<file path="src/rtl/lsu_pkg.sv">
// Shared types and defaults for the MEM-stage load-store unit.
package lsu_pkg;

  localparam int LSU_ADDR_W      = 32;
  localparam int LSU_DATA_W      = 32;
  localparam int LSU_TIMEOUT_CYC = 64;

  typedef enum logic [1:0] {
    MEM_B = 2'b00,
    MEM_H = 2'b01,
    MEM_W = 2'b10
  } mem_size_e;

  typedef enum logic [1:0] {
    IDLE,
    REQ,
    RESP,
    DONE
  } lsu_state_e;

  typedef struct packed {
    logic                  we;
    mem_size_e             size;
    logic                  uns;
    logic [LSU_ADDR_W-1:0] addr;
    logic [LSU_DATA_W-1:0] wdata;
  } lsu_req_t;

  // The reserved encoding 2'b11 behaves exactly like a word access.
  function automatic mem_size_e decode_size(input logic [1:0] raw);
    case (raw)
      2'b00:   return MEM_B;
      2'b01:   return MEM_H;
      default: return MEM_W;
    endcase
  endfunction

endpackage

</file>
<file path="src/rtl/lsu_if.sv">
// Pipeline-side request/result bundle and memory-side valid/ready bus bundle of the LSU.
interface lsu_req_if
  import lsu_pkg::*;
#(
  parameter int ADDR_W = LSU_ADDR_W,
  parameter int DATA_W = LSU_DATA_W
);
  logic              req_valid;
  logic              req_we;
  logic [1:0]        req_size;
  logic              req_unsigned;
  logic [ADDR_W-1:0] req_addr;
  logic [DATA_W-1:0] req_wdata;
  logic              stall;
  logic              ld_valid;
  logic [DATA_W-1:0] ld_data;
  logic              misaligned;
  logic              bus_err;

  modport master (
    output req_valid, req_we, req_size, req_unsigned, req_addr, req_wdata,
    input  stall, ld_valid, ld_data, misaligned, bus_err
  );

  modport slave (
    input  req_valid, req_we, req_size, req_unsigned, req_addr, req_wdata,
    output stall, ld_valid, ld_data, misaligned, bus_err
  );
endinterface

interface lsu_bus_if
  import lsu_pkg::*;
#(
  parameter int ADDR_W = LSU_ADDR_W,
  parameter int DATA_W = LSU_DATA_W
);
  logic              bus_req_valid;
  logic              bus_req_ready;
  logic              bus_we;
  logic [ADDR_W-1:0] bus_addr;
  logic [DATA_W-1:0] bus_wdata;
  logic [3:0]        bus_wstrb;
  logic              bus_rsp_valid;
  logic [DATA_W-1:0] bus_rdata;

  modport master (
    output bus_req_valid, bus_we, bus_addr, bus_wdata, bus_wstrb,
    input  bus_req_ready, bus_rsp_valid, bus_rdata
  );

  modport slave (
    input  bus_req_valid, bus_we, bus_addr, bus_wdata, bus_wstrb,
    output bus_req_ready, bus_rsp_valid, bus_rdata
  );
endinterface

</file>
<file path="src/rtl/lsu_align.sv">
// Combinational lane logic: alignment check, store strobe/data replication, load extract+extend.
module lsu_align
  import lsu_pkg::*;
(
  input  mem_size_e   req_size_i,
  input  logic [1:0]  req_addr_i,
  input  logic [31:0] req_data_i,
  output logic        misaligned_o,
  output logic [3:0]  wstrb_o,
  output logic [31:0] wdata_o,
  input  mem_size_e   ld_size_i,
  input  logic [1:0]  ld_addr_i,
  input  logic        ld_uns_i,
  input  logic [31:0] rdata_i,
  output logic [31:0] ld_data_o
);
  logic [31:0] shifted;

  // NOTE: every output of a combinational block gets a default first, so no path can infer a latch.
  always_comb begin
    misaligned_o = 1'b0;
    wstrb_o      = 4'b1111;
    wdata_o      = req_data_i;
    case (req_size_i)
      MEM_B: begin
        wstrb_o = 4'b0001 << req_addr_i;
        wdata_o = {4{req_data_i[7:0]}};
      end
      MEM_H: begin
        misaligned_o = req_addr_i[0];
        wstrb_o      = 4'b0011 << {req_addr_i[1], 1'b0};
        wdata_o      = {2{req_data_i[15:0]}};
      end
      default: misaligned_o = |req_addr_i;
    endcase
  end

  assign shifted = rdata_i >> {ld_addr_i, 3'b000};

  always_comb begin
    ld_data_o = rdata_i;
    case (ld_size_i)
      MEM_B:   ld_data_o = {{24{~ld_uns_i & shifted[7]}}, shifted[7:0]};
      MEM_H:   ld_data_o = {{16{~ld_uns_i & shifted[15]}}, shifted[15:0]};
      default: ld_data_o = rdata_i;
    endcase
  end

endmodule

</file>
<file path="src/rtl/lsu.sv">
// MEM-stage load-store unit: one outstanding valid/ready bus transaction at a time,
// stalling the pipeline until the response (or a timeout) completes it.
module lsu
  import lsu_pkg::*;
#(
  parameter int ADDR_W      = LSU_ADDR_W,
  parameter int DATA_W      = LSU_DATA_W,
  parameter int TIMEOUT_CYC = LSU_TIMEOUT_CYC
) (
  input logic       clk,
  input logic       rst,
  lsu_req_if.slave  req,
  lsu_bus_if.master bus
);
  localparam int               CNT_W    = $clog2(TIMEOUT_CYC);
  localparam logic [CNT_W-1:0] CNT_LAST = CNT_W'(TIMEOUT_CYC - 1);

  lsu_state_e        state_q, state_d;
  lsu_req_t          req_q, req_d;
  logic [3:0]        wstrb_q, wstrb_d;
  logic [CNT_W-1:0]  cnt_q, cnt_d;
  logic [DATA_W-1:0] ld_data_q, ld_data_d;
  logic              err_q, err_d;

  mem_size_e         in_size;
  logic              in_mis;
  logic [3:0]        in_wstrb;
  logic [DATA_W-1:0] in_wdata;
  logic [DATA_W-1:0] ld_ext;
  logic              timeout_hit;

  assign in_size = decode_size(req.req_size);

  lsu_align u_align (
    .req_size_i   (in_size),
    .req_addr_i   (req.req_addr[1:0]),
    .req_data_i   (req.req_wdata),
    .misaligned_o (in_mis),
    .wstrb_o      (in_wstrb),
    .wdata_o      (in_wdata),
    .ld_size_i    (req_q.size),
    .ld_addr_i    (req_q.addr[1:0]),
    .ld_uns_i     (req_q.uns),
    .rdata_i      (bus.bus_rdata),
    .ld_data_o    (ld_ext)
  );

  // A response arriving on the last counted cycle still wins over the timeout.
  assign timeout_hit = (state_q == RESP) && !bus.bus_rsp_valid && (cnt_q == CNT_LAST);

  // NOTE: sequential state is assigned with <= so every register samples pre-edge values.
  always_ff @(posedge clk) begin
    if (rst) state_q <= IDLE;
    else     state_q <= state_d;
  end

  always_comb begin
    state_d = state_q;
    case (state_q)
      IDLE:    if (req.req_valid && !in_mis) state_d = REQ;
      REQ:     if (bus.bus_req_ready) state_d = RESP;
      RESP:    if (bus.bus_rsp_valid || (cnt_q == CNT_LAST)) state_d = DONE;
      DONE:    state_d = IDLE;
      default: state_d = IDLE;
    endcase
  end

  always_comb begin
    req.stall         = 1'b0;
    req.misaligned    = 1'b0;
    req.ld_valid      = 1'b0;
    bus.bus_req_valid = 1'b0;
    case (state_q)
      IDLE: begin
        req.stall      = req.req_valid && !in_mis;
        req.misaligned = req.req_valid && in_mis;
      end
      REQ: begin
        req.stall         = 1'b1;
        bus.bus_req_valid = 1'b1;
      end
      RESP:    req.stall    = 1'b1;
      DONE:    req.ld_valid = !req_q.we && !err_q;
      default: ;
    endcase
  end

  always_comb begin
    req_d     = req_q;
    wstrb_d   = wstrb_q;
    ld_data_d = ld_data_q;
    cnt_d     = (state_q == RESP) ? cnt_q + CNT_W'(1) : '0;
    err_d     = timeout_hit;
    if ((state_q == IDLE) && req.req_valid && !in_mis) begin
      req_d = '{we: req.req_we, size: in_size, uns: req.req_unsigned,
                addr: req.req_addr, wdata: in_wdata};
      wstrb_d = req.req_we ? in_wstrb : 4'b0000;
    end
    if ((state_q == RESP) && bus.bus_rsp_valid) ld_data_d = ld_ext;
    else if (timeout_hit)                       ld_data_d = '0;
  end

  always_ff @(posedge clk) begin
    if (rst) begin
      req_q     <= '0;
      wstrb_q   <= '0;
      cnt_q     <= '0;
      ld_data_q <= '0;
      err_q     <= 1'b0;
    end else begin
      req_q     <= req_d;
      wstrb_q   <= wstrb_d;
      cnt_q     <= cnt_d;
      ld_data_q <= ld_data_d;
      err_q     <= err_d;
    end
  end

  assign req.ld_data   = ld_data_q;
  assign req.bus_err   = err_q;
  assign bus.bus_we    = req_q.we;
  assign bus.bus_addr  = {req_q.addr[ADDR_W-1:2], 2'b00};
  assign bus.bus_wdata = req_q.wdata;
  assign bus.bus_wstrb = wstrb_q;

endmodule

</file>
<file path="src/flat_wrapper.sv">
// flat-port wrapper written by rule: the top's interface ports become plain ports
module lsu_flat import lsu_pkg::*;
#(
  parameter int ADDR_W      = LSU_ADDR_W,
  parameter int DATA_W      = LSU_DATA_W,
  parameter int TIMEOUT_CYC = LSU_TIMEOUT_CYC
)
  (clk, rst, req_req_valid, req_req_we, req_req_size, req_req_unsigned, req_req_addr, req_req_wdata, req_stall, req_ld_valid, req_ld_data, req_misaligned, req_bus_err, bus_bus_req_valid, bus_bus_we, bus_bus_addr, bus_bus_wdata, bus_bus_wstrb, bus_bus_req_ready, bus_bus_rsp_valid, bus_bus_rdata);
  lsu_req_if #(.ADDR_W(ADDR_W), .DATA_W(DATA_W)) req_i ();
  lsu_bus_if #(.ADDR_W(ADDR_W), .DATA_W(DATA_W)) bus_i ();
  input logic clk;
  input logic rst;
  input wire logic [$bits(req_i.req_valid)-1:0] req_req_valid;
  input wire logic [$bits(req_i.req_we)-1:0] req_req_we;
  input wire logic [$bits(req_i.req_size)-1:0] req_req_size;
  input wire logic [$bits(req_i.req_unsigned)-1:0] req_req_unsigned;
  input wire logic [$bits(req_i.req_addr)-1:0] req_req_addr;
  input wire logic [$bits(req_i.req_wdata)-1:0] req_req_wdata;
  output wire logic [$bits(req_i.stall)-1:0] req_stall;
  output wire logic [$bits(req_i.ld_valid)-1:0] req_ld_valid;
  output wire logic [$bits(req_i.ld_data)-1:0] req_ld_data;
  output wire logic [$bits(req_i.misaligned)-1:0] req_misaligned;
  output wire logic [$bits(req_i.bus_err)-1:0] req_bus_err;
  output wire logic [$bits(bus_i.bus_req_valid)-1:0] bus_bus_req_valid;
  output wire logic [$bits(bus_i.bus_we)-1:0] bus_bus_we;
  output wire logic [$bits(bus_i.bus_addr)-1:0] bus_bus_addr;
  output wire logic [$bits(bus_i.bus_wdata)-1:0] bus_bus_wdata;
  output wire logic [$bits(bus_i.bus_wstrb)-1:0] bus_bus_wstrb;
  input wire logic [$bits(bus_i.bus_req_ready)-1:0] bus_bus_req_ready;
  input wire logic [$bits(bus_i.bus_rsp_valid)-1:0] bus_bus_rsp_valid;
  input wire logic [$bits(bus_i.bus_rdata)-1:0] bus_bus_rdata;
  assign req_i.req_valid = req_req_valid;
  assign req_i.req_we = req_req_we;
  assign req_i.req_size = req_req_size;
  assign req_i.req_unsigned = req_req_unsigned;
  assign req_i.req_addr = req_req_addr;
  assign req_i.req_wdata = req_req_wdata;
  assign req_stall = req_i.stall;
  assign req_ld_valid = req_i.ld_valid;
  assign req_ld_data = req_i.ld_data;
  assign req_misaligned = req_i.misaligned;
  assign req_bus_err = req_i.bus_err;
  assign bus_bus_req_valid = bus_i.bus_req_valid;
  assign bus_bus_we = bus_i.bus_we;
  assign bus_bus_addr = bus_i.bus_addr;
  assign bus_bus_wdata = bus_i.bus_wdata;
  assign bus_bus_wstrb = bus_i.bus_wstrb;
  assign bus_i.bus_req_ready = bus_bus_req_ready;
  assign bus_i.bus_rsp_valid = bus_bus_rsp_valid;
  assign bus_i.bus_rdata = bus_bus_rdata;
  lsu #(.ADDR_W(ADDR_W), .DATA_W(DATA_W), .TIMEOUT_CYC(TIMEOUT_CYC)) u_core (.clk(clk), .rst(rst), .req(req_i), .bus(bus_i));
endmodule
</file>
<file path="config.mk">
export PLATFORM = sky130hd
export DESIGN_NAME = lsu_flat
export DESIGN_NICKNAME = d
export VERILOG_FILES = /design/src/rtl/lsu_pkg.sv /design/src/rtl/lsu_if.sv /design/src/rtl/lsu_align.sv /design/src/rtl/lsu.sv /design/src/flat_wrapper.sv
export SDC_FILE = /design/constraint.sdc
export NUM_CORES = 1
export LEC_CHECK = 0
export ABC_AREA = 1
export BUFFER_PORTS_ARGS = -buffer_cell sky130_fd_sc_hd__buf_4
export CORE_ASPECT_RATIO = 0.7
export CORE_MARGIN = 1.5
export CORE_UTILIZATION = 30
export DETAILED_ROUTE_END_ITERATION = 6
export HOLD_SLACK_MARGIN = 0.1
export SYNTH_ARGS = -nofsm -noshare
export SYNTH_HDL_FRONTEND = slang
export SYNTH_HIERARCHICAL = 1
export SYNTH_SLANG_ARGS = --single-unit
</file>
<file path="constraint.sdc">
create_clock -name clk -period 2.4 [get_ports clk]
set_input_delay 0.48 -clock clk [delete_from_list [all_inputs] [get_ports clk]]
set_output_delay 0.48 -clock clk [all_outputs]
set_load 0.03 [all_outputs]
</file>
==> summary.txt <==
Clock network
  – CTS tree: done
  – Resize count post-CTS: 0
  – Total CTS buffers: 17
  – Clock Tree Buf Depth: 2
  – Reg clk slew, reported paths: around 0.06 ns
  – Setup Fix Bufs, Post-CTS: 0
  – Root Buffer: clkbuf_16
  – Worst-Skew Late Latency: around 0.42 ns
  – Htree depth: 4
  – Clock Sinks: between 100 and 150
  – # hold bufs at CTS: 0

Yosys
  – Post-Synthesis Cells: 860
  – Synth top area share: between 30% and 40%
  – Post-synth top area cell: dfxtp_1
  – Flops & latches, synth: around 110
  – Mean Syn Cell Area: approximately 7 um^2
  – Synth top area cells: dfxtp_1, nand2_1, nor2_1
  – Sequential area share after synthesis: between 30% and 40%
  – Cell Area, Synth: just under 6000 um^2
  – Syn. warnings: 6
  – Post-synth cell types: 30

Placement
  – Placer Congestion: around 0.86
  – Dpl cell area: a little over 7000 um^2
  – PortBufs: ~210
  – Hpwl dp: ~13,000 um

Worst setup path
  – Crit path capture type: primary output
  – Crit path max-delay cell type: dfxtp_1
  – Critical-path maximum fanout: 4
  – Crit-path max cell delay: 0.34 ns
  – Top cell family by delay on the critical path: flip-flops
  – CP Class: reg2out
  – CP arrival: ~1.7 ns
  – CP Cell Sequence: inv_1, ha_1, nand2_1, nor2_4, inv_2, a21oi_2, buf_4
  – CP Launch Type: flop
  – Critical path data required time: between 1.5 and 2 ns
  – Worst path bufs/invs: 3

Global route
  – Pin count of the biggest net entering global routing: 73
  – Vias in the first global route: between 5,000 and 6,000
  – Initial antenna violation count: 0
  – Total global-route track usage: between 10% and 20%
  – First-pass GRT wire length: between 20,000 and 30,000 um
  – GR Overflow Total: 0

Die
  – Initial core utilization: 31.0%
  – Chip height: between 100 and 150 um
  – Die footprint: around 21,000 um^2
  – Row count: 42
  – Die width: about 170 um
  – I/O pins: 211
  – Core Footprint: 19,100 um^2

Final layout
  – Syn-to-layout area delta: 30.0%
  – Proportion of layout cells with a drive suffix above 1: between 20% and 30%
  – N_diodes: 0
  – Fill count: 2,050
  – Post-route cell area: between 7000 and 8000 um^2
  – Final #Nets: 1,086

Drt
  – WL/cell: approximately 15 um
  – Via density per instance: between 4 and 5
  – Initial DRC count: 579
  – TritonRoute pass-1 iters: 5
  – Residual DRC count: 0
  – Vias post-DR: 5,835
  – Antenna viol nets, final: 0
  – Final WL: between 15,000 and 20,000 um

Timing
  – Pins Over Slew Limit: 0
  – Setup TNS Final: 0 ns
  – Worst-Margin Slew: between 0.6 and 0.7 ns
  – Final Hold Fails: 0
  – Relative slew slack: a little under 60%
  – Fmax: 470 MHz
  – RSZ-0062 raised after global routing: false
  – Worst Clk Skew: 0.00786 ns
  – Final min period: about 2.1 ns
  – Endpoints failing setup: 0
  – Tcrit/Tclk final: between 80 and 90%

Power
  – Max VDD drop: about 0.00044 V
  – Leakage power: approximately 3.6 nW
  – PD cells: ~1100 nW/um^2
  – Final Power: between 0.008 and 0.009 W

Flow run
  – Max-cap viol count: 0

Status
  – Status: finished, final reports clean

Hold path
  – Hold Path Class: in2reg
## state kept, by name, summed over array words and instances (netlist names)
| register | cells |
|---|---|
| u_core/bus.bus_addr | 30 |
| u_core/bus.bus_wdata | 32 |
| u_core/bus.bus_we | 1 |
| u_core/bus.bus_wstrb | 4 |
| u_core/cnt_q | 6 |
| u_core/req.bus_err | 1 |
| u_core/req.ld_data | 32 |
| u_core/req_q | 5 |
| u_core/state_q | 2 |
## worst paths after layout
path                                   startpoint                      end  slack (ns)  cells after the start
worst min-delay path             req_req_addr[29]  u_core/bus.bus_addr[29]        0.28                      3
worst min register to register    u_core/cnt_q[0]          u_core/cnt_q[0]        0.47                      1
worst max register to register   u_core/req_q[33]   u_core/req.ld_data[30]        0.49                      7
worst max-delay path            u_core/state_q[1]                req_stall        0.27                      7
## synthesized netlist by cell type (all sizes together)
master / number
nand2: 171
nor2: 170
dfxtp: 113
o21ai: 110
buf: 105
nand3: 83
a21oi: 45
inv: 30
clkbuf: 20
ha: 5
nor3: 2
o211ai: 2
conb: 1
nor3b: 1
o21a: 1
o21bai: 1
## cell type report
class | count | area [um^2] | area share (%)
clock buffer | 17 | 425 | 5.52
clock inverter | 15 | 230 | 2.98
inverter | 30 | 120 | 1.56
multi-input combinational | 593 | 2660 | 34.5
sequential | 113 | 2260 | 29.3
tap | 264 | 330 | 4.28
timing repair buffer | 221 | 1680 | 21.8
## cell families (layout without fill, tap and decap cells)
kind of cell	count (synthesis)	in the layout	share of synthesized area (%)
other	1	2	0.0632
adder cells (fa/ha/maj)	5	5	1.05
AO/OA/AOI/OAI	159	159	13.6
buffers and inverters	155	283	17.1
flip-flops	113	113	38.1
AND/OR/NAND/NOR	427	427	30.0
## through the flow
step	std cells	setup WS [ns]	hold slack (ns)	util, %
6_report	1253	0.272	0.283	40.3
5_1_grt	1253	0.154	0.274	40.3
4_1_cts	1253	0.235	0.263	40.3
3_5_place_dp	1221	0.271	0.449	36.9
3_3_place_gp	1221	0.293	0.439	36.9
2_1_floorplan	861	0.0336	0.418	-
## worst reg2reg max path, delay by kind of cell (launching register included)
family | cells | cell delay (ns)
flops | 1 | 0.46
buf+inv | 1 | 0.23
simple gates | 5 | 1.02
compound gates | 1 | 0.15
## per-layer routing
metal  GRT usage [%]  vias up  part of all wire (%)  routed length (um)
li1                -     2936                     -                   -
met1            26.7     2630                    50                9230
met2            24.1      252                    39                7210
met3            5.04       17                   8.8                1610
met4            5.26        0                   1.2                 223
met5               0        -                     0                   0
## power breakdown
| group | switching [W] | leakage, nW | internal [W] |
|---|---|---|---|
| sequential | 0.000201 | 0.923 | 0.00221 |
| combinational | 0.00186 | 2.38 | 0.000979 |
| clock | 0.000993 | 0.311 | 0.00186 |
| total | 0.00306 | 3.61 | 0.00504 |
## cell usage in the layout (no fill, tap or decap), types with 4 or more instances in the layout
master,Yosys,layout
buf_4,73,219
nand2_1,168,168
nor2_1,166,166
dfxtp_1,113,113
o21ai_0,98,98
nand3_1,79,79
a21oi_1,45,44
inv_1,25,24
clkbuf_16,0,17
o21ai_1,12,12
bufinv_16,0,5
inv_6,1,5
ha_1,5,5
inv_2,3,4
(Power assumes the default switching activity.)
